==> config.mk <==
export PLATFORM = sky130hd
export DESIGN_NAME = pattern_inserter
export DESIGN_NICKNAME = d
export VERILOG_FILES = /design/src/rtl/pattern_pkg.sv /design/src/rtl/pattern_window_match.sv /design/src/rtl/pattern_inserter.sv
export SDC_FILE = /design/constraint.sdc
export NUM_CORES = 1
export LEC_CHECK = 0
export CORE_MARGIN = 2
export CORE_UTILIZATION = 35
export CTS_BUF_LIST = sky130_fd_sc_hd__clkbuf_16
export CTS_CLUSTER_SIZE = 40
export DETAILED_ROUTE_END_ITERATION = 10
export SETUP_SLACK_MARGIN = 0.1
export SLEW_MARGIN = 20
export SYNTH_ARGS = -nofsm -noshare
export SYNTH_HDL_FRONTEND = slang
export SYNTH_SLANG_ARGS = --single-unit
==> constraint.sdc <==
create_clock -name clk -period 3.4 [get_ports clk]
set_input_delay 0.85 -clock clk [delete_from_list [all_inputs] [get_ports clk]]
set_output_delay 0.85 -clock clk [all_outputs]
set_load 0.1 [all_outputs]
==> src/rtl/pattern_pkg.sv <==
// ----------------------------------------------------------------------------
// pattern_pkg
// Shared defaults and FSM state type for the pattern inserter and window
// matcher.
//   PAT_CW   : default carrier width in bits
//   PAT_PW   : default pattern width in bits (PAT_PW <= PAT_CW)
//   PAT_NPOS : number of window positions for the defaults
//   state_e  : inserter FSM states
// ----------------------------------------------------------------------------
package pattern_pkg;

    localparam int unsigned PAT_CW   = 8;
    localparam int unsigned PAT_PW   = 4;
    localparam int unsigned PAT_NPOS = PAT_CW - PAT_PW + 1;

    typedef enum logic [1:0] {
        IDLE   = 2'd0,
        INSERT = 2'd1,
        VERIFY = 2'd2,
        DONE   = 2'd3
    } state_e;

    // Width of an index able to address NPOS window positions.
    function automatic int unsigned idx_width(input int unsigned npos);
        return (npos > 1) ? $clog2(npos) : 1;
    endfunction

endpackage

==> src/rtl/pattern_window_match.sv <==
// ----------------------------------------------------------------------------
// pattern_window_match
// Combinational sliding-window compare: flags every position k where the
// carrier slice [k+PW-1:k] equals the pattern.
//   i_word  [CW-1:0]      : carrier word
//   i_pat   [PW-1:0]      : pattern
//   o_match [CW-PW:0]     : bit k set iff i_word[k+PW-1:k] == i_pat
// ----------------------------------------------------------------------------
module pattern_window_match
    import pattern_pkg::*;
#(
    parameter int unsigned CW = PAT_CW,
    parameter int unsigned PW = PAT_PW
) (
    input  logic [CW-1:0]    i_word,
    input  logic [PW-1:0]    i_pat,
    output logic [CW-PW:0]   o_match
);

    localparam int unsigned NPOS = CW - PW + 1;

    always_comb begin
        o_match = '0;
        for (int k = 0; k < NPOS; k++) begin
            o_match[k] = (i_word[k +: PW] == i_pat);
        end
    end

endmodule

==> src/rtl/pattern_inserter.sv <==
// ----------------------------------------------------------------------------
// pattern_inserter
// Builds a carrier word with a pattern written at each requested window
// position (highest position first, one position per cycle), then checks the
// finished word with pattern_window_match and presents word, flags and status.
//   clk        : clock, rising edge
//   rst        : synchronous active-high reset
//   in_valid   : request present
//   in_ready   : request can be accepted (IDLE only)
//   c_in       : carrier word
//   d_in       : pattern
//   pos_mask   : bit k requests insertion at position k
//   out_valid  : result present
//   out_ready  : consumer takes the result
//   word_out   : carrier after insertion
//   match_out  : per-position match flags on word_out
//   ok_out     : every requested position still holds the pattern
// ----------------------------------------------------------------------------
module pattern_inserter
    import pattern_pkg::*;
#(
    parameter int unsigned CW = PAT_CW,
    parameter int unsigned PW = PAT_PW
) (
    input  logic            clk,
    input  logic            rst,
    input  logic            in_valid,
    output logic            in_ready,
    input  logic [CW-1:0]   c_in,
    input  logic [PW-1:0]   d_in,
    input  logic [CW-PW:0]  pos_mask,
    output logic            out_valid,
    input  logic            out_ready,
    output logic [CW-1:0]   word_out,
    output logic [CW-PW:0]  match_out,
    output logic            ok_out
);

    localparam int unsigned NPOS = CW - PW + 1;
    localparam int unsigned IW   = idx_width(NPOS);

    state_e              r_state;
    logic                r_in_ready;
    logic                r_out_valid;
    logic [CW-1:0]       r_word;
    logic [PW-1:0]       r_pat;
    logic [NPOS-1:0]     r_mask;
    logic [IW-1:0]       r_idx;
    logic [CW-1:0]       r_word_out;
    logic [NPOS-1:0]     r_match_out;
    logic                r_ok_out;

    logic [CW-1:0]       w_word_ins;
    logic [NPOS-1:0]     w_match;

    // Word after this cycle's candidate position (r_idx) is written, if masked.
    always_comb begin
        w_word_ins = r_word;
        for (int k = 0; k < NPOS; k++) begin
            if ((r_idx == IW'(k)) && r_mask[k]) begin
                w_word_ins[k +: PW] = r_pat;
            end
        end
    end

    pattern_window_match #(
        .CW (CW),
        .PW (PW)
    ) u_match (
        .i_word  (r_word),
        .i_pat   (r_pat),
        .o_match (w_match)
    );

    always_ff @(posedge clk) begin
        if (rst) begin
            r_state     <= IDLE;
            r_in_ready  <= 1'b1;
            r_out_valid <= 1'b0;
            r_word      <= '0;
            r_pat       <= '0;
            r_mask      <= '0;
            r_idx       <= '0;
            r_word_out  <= '0;
            r_match_out <= '0;
            r_ok_out    <= 1'b0;
        end else begin
            unique case (r_state)
                IDLE: begin
                    if (in_valid && r_in_ready) begin
                        r_word     <= c_in;
                        r_pat      <= d_in;
                        r_mask     <= pos_mask;
                        r_idx      <= IW'(NPOS - 1);
                        r_in_ready <= 1'b0;
                        r_state    <= INSERT;
                    end else begin
                        // Re-arms one cycle after returning from DONE.
                        r_in_ready <= 1'b1;
                    end
                end
                INSERT: begin
                    r_word <= w_word_ins;
                    if (r_idx == '0) begin
                        r_state <= VERIFY;
                    end else begin
                        r_idx <= r_idx - 1'b1;
                    end
                end
                VERIFY: begin
                    r_word_out  <= r_word;
                    r_match_out <= w_match;
                    r_ok_out    <= ((w_match & r_mask) == r_mask);
                    r_state     <= DONE;
                end
                DONE: begin
                    // Results are already stable; out_valid is raised on the
                    // first DONE edge and held until the consumer takes them.
                    if (!r_out_valid) begin
                        r_out_valid <= 1'b1;
                    end else if (out_ready) begin
                        r_out_valid <= 1'b0;
                        r_state     <= IDLE;
                    end
                end
                default: begin
                    r_state <= IDLE;
                end
            endcase
        end
    end

    assign in_ready  = r_in_ready;
    assign out_valid = r_out_valid;
    assign word_out  = r_word_out;
    assign match_out = r_match_out;
    assign ok_out    = r_ok_out;

endmodule

Word level (Yosys, flattened, before mapping)
Index checks and enable logic that the tools add are counted.
{"block": "totals", "regBits": 38, "latch_bits": 0, "ramBits": 0, "mem_bits_ro": 0, "input_bits": 21, "out_inout_bits": 16, "word_cells": 83, "mem_count": 0}
{"block": "op_classes", "add_sub_neg": 1, "multipliers": 0, "div_mod_pow": 0, "order_cmp": 0, "n_eq_ne": 26, "shift": 0, "n_mux": 18, "bitwise_logic": 1, "reduce_logical": 20}
{"cell": "3-bit AND reduction", "count": 9}
{"cell": "4-bit == test", "count": 5}
{"cell": "4-bit 2-to-1 mux", "count": 5}
{"cell": "8-bit case mux with 2 select lines", "count": 1}
{"cell": "2-bit != test (second input constant)", "count": 7}
{"cell": "5-bit != test (second input constant)", "count": 2}
{"cell": "2-bit 2-to-1 mux", "count": 4}
{"cell": "8-bit 2-to-1 mux", "count": 1}
{"cell": "4-bit != test (second input constant)", "count": 2}
{"cell": "2-bit case mux with 4 select lines", "count": 1}
{"cell": "3-bit by 2-bit == test with 1-bit output (second input constant)", "count": 2}
{"cell": "1-bit logical AND", "count": 6}
{"cell": "3-bit 2-to-1 mux", "count": 2}
{"cell": "3-bit != test (second input constant)", "count": 2}
{"cell": "3-bit case mux with 2 select lines", "count": 1}
{"cell": "5-bit bitwise AND", "count": 1}
{"cell": "5-bit == test", "count": 1}
{"cell": "2-bit == test (second input constant)", "count": 2}
{"cell": "4-bit AND reduction", "count": 1}
{"cell": "3-bit by 1-bit == test with 1-bit output (second input constant)", "count": 1}
{"cell": "3-bit == test (second input constant)", "count": 1}
{"cell": "3-bit logical NOT", "count": 1}
{"cell": "1-bit 2-to-1 mux", "count": 3}
{"cell": "3-bit by 1-bit subtractor with 3-bit output (second input constant)", "count": 1}
{"cell": "other kinds (4)", "count": 4}

Logic depth before layout (Yosys ltp)
{"block": "depth", "depth_word": 8, "ltp_mapped": 8, "ltp_nobuf": 6}

Cells and area by module
From an unflattened synthesis, not the netlist that was laid out.
{"block": "unflattened", "hier_cells": 256, "hier_area_um2": 2172.1}
{"mod": "pattern_inserter", "instances": 1, "cells_per_inst": 227, "area_per_inst_um2": 1926.8, "seq_area_each_um2": 760.7}
{"mod": "pattern_window_match", "instances": 1, "cells_per_inst": 29, "area_per_inst_um2": 245.2, "seq_area_each_um2": 0.0}

Least setup slack after synthesis
OpenSTA, ideal clock, no wires.
{"block": "synth_timing", "path_type": "reg2reg", "startpoint": "register r_in_ready, in the netlist in_ready", "endpoint": "register r_word[3]", "setup_time_ps": 91, "arrival_time_ps": 1974, "required_ps": 3309, "setup_slack_ps": 1335, "stages_incl_launch_ff": 6, "n_path_buf": 1, "period_less_slack_ps": 2065, "path_cell_list": "dfxtp_1 -> nand3_2 -> o21ai_2 -> buf_4 -> a21oi_1 -> a311oi_1"}
{"block": "synth_between", "elab_chain_cells": 3}
{"item": "start: declaration", "line_no": "pattern_inserter.sv:43", "text": "logic r_in_ready;"}
{"item": "start signal: assignment", "line_no": "pattern_inserter.sv:78", "text": "r_in_ready <= 1'b1;"}
{"item": "start signal: assignment", "line_no": "pattern_inserter.sv:95", "text": "r_in_ready <= 1'b0;"}
{"item": "start signal: assignment", "line_no": "pattern_inserter.sv:99", "text": "r_in_ready <= 1'b1;"}
{"item": "1-bit logical AND", "line_no": "pattern_inserter.sv:90", "text": "if (in_valid && r_in_ready) begin"}
{"item": "2-bit != test (no line)"}
{"item": "3-bit AND reduction (no line)"}
{"item": "end signal: assignment", "line_no": "pattern_inserter.sv:91", "text": "r_word <= c_in;"}
{"item": "end signal: assignment", "line_no": "pattern_inserter.sv:103", "text": "r_word <= w_word_ins;"}
{"item": "end: declaration", "line_no": "pattern_inserter.sv:45", "text": "logic [CW-1:0] r_word;"}
Every way passes these cells.
A chain may end at the register's enable or synchronous reset.

Worst setup path in the final report
{"block": "layout_timing", "startpoint": "input port in_valid", "endpoint": "register r_word[5]"}
{"block": "layout_between", "elab_chain_cells": 3}
{"item": "start: declaration", "line_no": "pattern_inserter.sv:27", "text": "input logic in_valid,"}
{"item": "1-bit logical AND", "line_no": "pattern_inserter.sv:90"}
{"item": "2-bit != test (no line)"}
{"item": "3-bit AND reduction (no line)"}
Every way passes these cells.

==> run metrics <==
outcome=finished, final reports clean; Sw Pwr=1.10 mW; Gate power share=0.481; WL met3=276 um; Placed Cells=353; n_diodes=0; Internal=1.24 mW; FF-to-FF End=ok_out; Layout area overhead=20.1%; DR pass1 iterations=4; synthesized area per cell=8.88 um^2; via count=1940; number of remaining DRC errors=0; Hold Crit Class=flip-flop to flip-flop; Worst slew margin=0.455; Critical Path RT=3.59 ns; Ports=37; Port Buffers=36; Final Max Tran Viols=0; Slew @ Worst Pin=0.817 ns; most used flip-flop cell after synthesis=dfxtp_1; post-synthesis sequential area ratio=0.335; WS Path Type=input pin to flip-flop; min-delay src=word_out[1]; CTS resizes=0; Clk pwr share=0.191; reg2reg start=r_pat[3]; grt total ovfl=0; die footprint=0.00716 mm^2; Flop pwr share=0.327; share of layout cells above drive strength 1=0.130; antenna viol nets, final=0; # hold bufs at CTS=0; yosys warns=0; Worst-path clk slew=0.06 ns; root buf cell=clkbuf_16; Crit Path Max Fanout=16; Mapped Nets=287; met1 WL=2700 um; Static Leakage=1.12 nW; Synth async-reset ratio=0; placed cell area=0.00259 mm^2; Tcrit/Tclk final=0.625; setup TNS=0 ns; first-pass GRT wire length=9260 um; die width=84.6 um; largest net degree at the start of global routing=27; R2R depth=4; Starting Density=0.360; CTS max path bufs=2; Setup Viol. Count Final=0; pwr dens=858 mW/mm^2; Setup crit start kind=input pin; Yosys cell types=47; routed wire length=5600 um; latest clock arrival within the worst-skew pair=0.28 ns; DIE HEIGHT=84.6 um; skew final=0.00695 ns; initial antenna violation count=0; H-tree depth=2; hold-critical path depth=2; Cell Count, Final, Fillers Out=361; final instance area=0.00273 mm^2; Min Clock Period, post-route=2.12 ns; highest metal used=met4; TritonCTS clock tree=done; RSZ-0062 raised after global routing=no; Worst setup EP type=flip-flop; Max Fclk=0.471 GHz; Post-Syn Area=0.00227 mm^2; Mapped Cells=256; DP HPWL=3960 um; 1st-iter DRT viols=179; CTS Sinks=38; Fin. Hold Viols=0; Seq cells post-synth=38; Final #Nets=314; VDD IR max=540 uV; pre-CTS setup slack=1.01 ns; R2R Setup Slk=1.43 ns; Total GRT Usage=0.161; Core Footprint=0.00631 mm^2; CTS buffer count=5; postcts setup bufs=0; Post-synth EDFFs=0; Final GP Congestion=0.803; Max Cap Violations=0; Data arrival, critical path=2.32 ns; setup slack after layout=1.28 ns; Finished Core Util=0.432; hold endpoint=word_out[1]; vias per inst=5.37; number of global-route vias before repair=1846; routed length per instance=15.5 um; row cnt=29; WL met2=2510 um; Tot Pwr=2.34 mW; hold_ws=0.492 ns; sw frac=0.469
## logic make-up (layout without fill, tap and decap cells)
group                      count (synthesis)  in the layout  share of synthesized area
and+or+nand+nor                           82             82                      0.183
muxes                                     17             17                     0.0759
xor gates and xnor gates                  21             21                     0.0809
buffers and inverters                     26             54                     0.0627
DFF                                       38             38                      0.335
AOI/OAI and AO/OA                         62             62                      0.208
adders and majority gates                 10             10                     0.0550
## layout make-up
class                   count  area (um^2)
multi-input cells         192         1370
inverters                   8         30.0
clock buffers               5          125
clock inverters             3         12.5
flip-flops and latches     38          761
repair buffers             38          335
well taps                  77         96.3
fillers                   644         3580
## state kept, by name, summed over array words and instances (netlist names)
signal and count:
in_ready 1, match_out 5, ok_out 1, out_valid 1, r_idx 3, r_mask 5
r_pat 4, r_state 2, r_word 8, word_out 8
## routing by layer
metal | track usage | vias up
li1 | - | 977
met2 | 0.256 | 43
met5 | 0 | -
met3 | 0.0383 | 8
met4 | 0.0519 | 0
met1 | 0.216 | 912
## critical path, cell delays in order
cell	delay (ns)
clkdlybuf4s50_1	0.50
nand3_2	0.21
o21ai_2	0.33
a21oi_1	0.16
a311oi_2	0.25
## power by group through the flow
stage,registers (mW),logic (mW),clock network (mW)
finish,0.767,1.13,0.448
global route,0.793,1.23,0.474
CTS,0.769,1.13,0.457
detailed placement,0.776,1.12,0
global placement,0.777,1.11,0
floorplan,0.903,0.773,0
## how the worst max path moves through the flow
stage | slack, ns | depth (start not counted) | startpoint | endpoint
after floorplan | 1.34 | 5 | in_ready | r_word[3]
after global placement | 1.04 | 5 | in_valid | r_idx[1]
after detailed placement | 1.01 | 5 | in_valid | r_word[7]
after CTS | 1.29 | 5 | in_valid | r_word[7]
after global routing | 1.15 | 5 | in_valid | r_word[7]
final | 1.28 | 5 | in_valid | r_word[5]
## Yosys cell counts (all sizes together) (2+ instances only)
cell type,count,area share
xor2,21,0.081
o41ai,4,0.025
dfxtp,38,0.33
o211ai,4,0.013
a211oi,2,0.0066
a21boi,2,0.0066
a2bb2oi,2,0.0077
buf,11,0.038
nor2b,4,0.011
a21bo,2,0.0088
ha,10,0.055
nand2b,4,0.011
clkbuf,7,0.012
and3b,2,0.0077
mux2i,15,0.066
nor2,20,0.033
nand3b,5,0.017
a21oi,21,0.046
and3,4,0.011
nor4,5,0.014
o21ai,6,0.015
nand2,27,0.045
o2111ai,4,0.015
a311oi,6,0.026
a31oi,2,0.0055
nand3,6,0.015
inv,8,0.013
mux2,2,0.0099
## layout by cell type, fill, tap and decap left out, types with 3 or more instances in the layout
cell              n
nand2b_1          4
o41ai_2           3
a311oi_1          5
nor2_1           20
o2111ai_1         4
nand3b_1          5
xor2_1           21
o211ai_1          4
clkdlybuf4s50_1  20
nor4_1            5
clkbuf_16         5
dfxtp_1          38
nor2b_1           4
nand3_1           5
inv_1             9
a21oi_1          21
buf_4            18
ha_1             10
mux2i_1          15
o21ai_0           5
and3_1            4
nand2_1          27
Note: power is estimated with default switching activity, not from simulation.
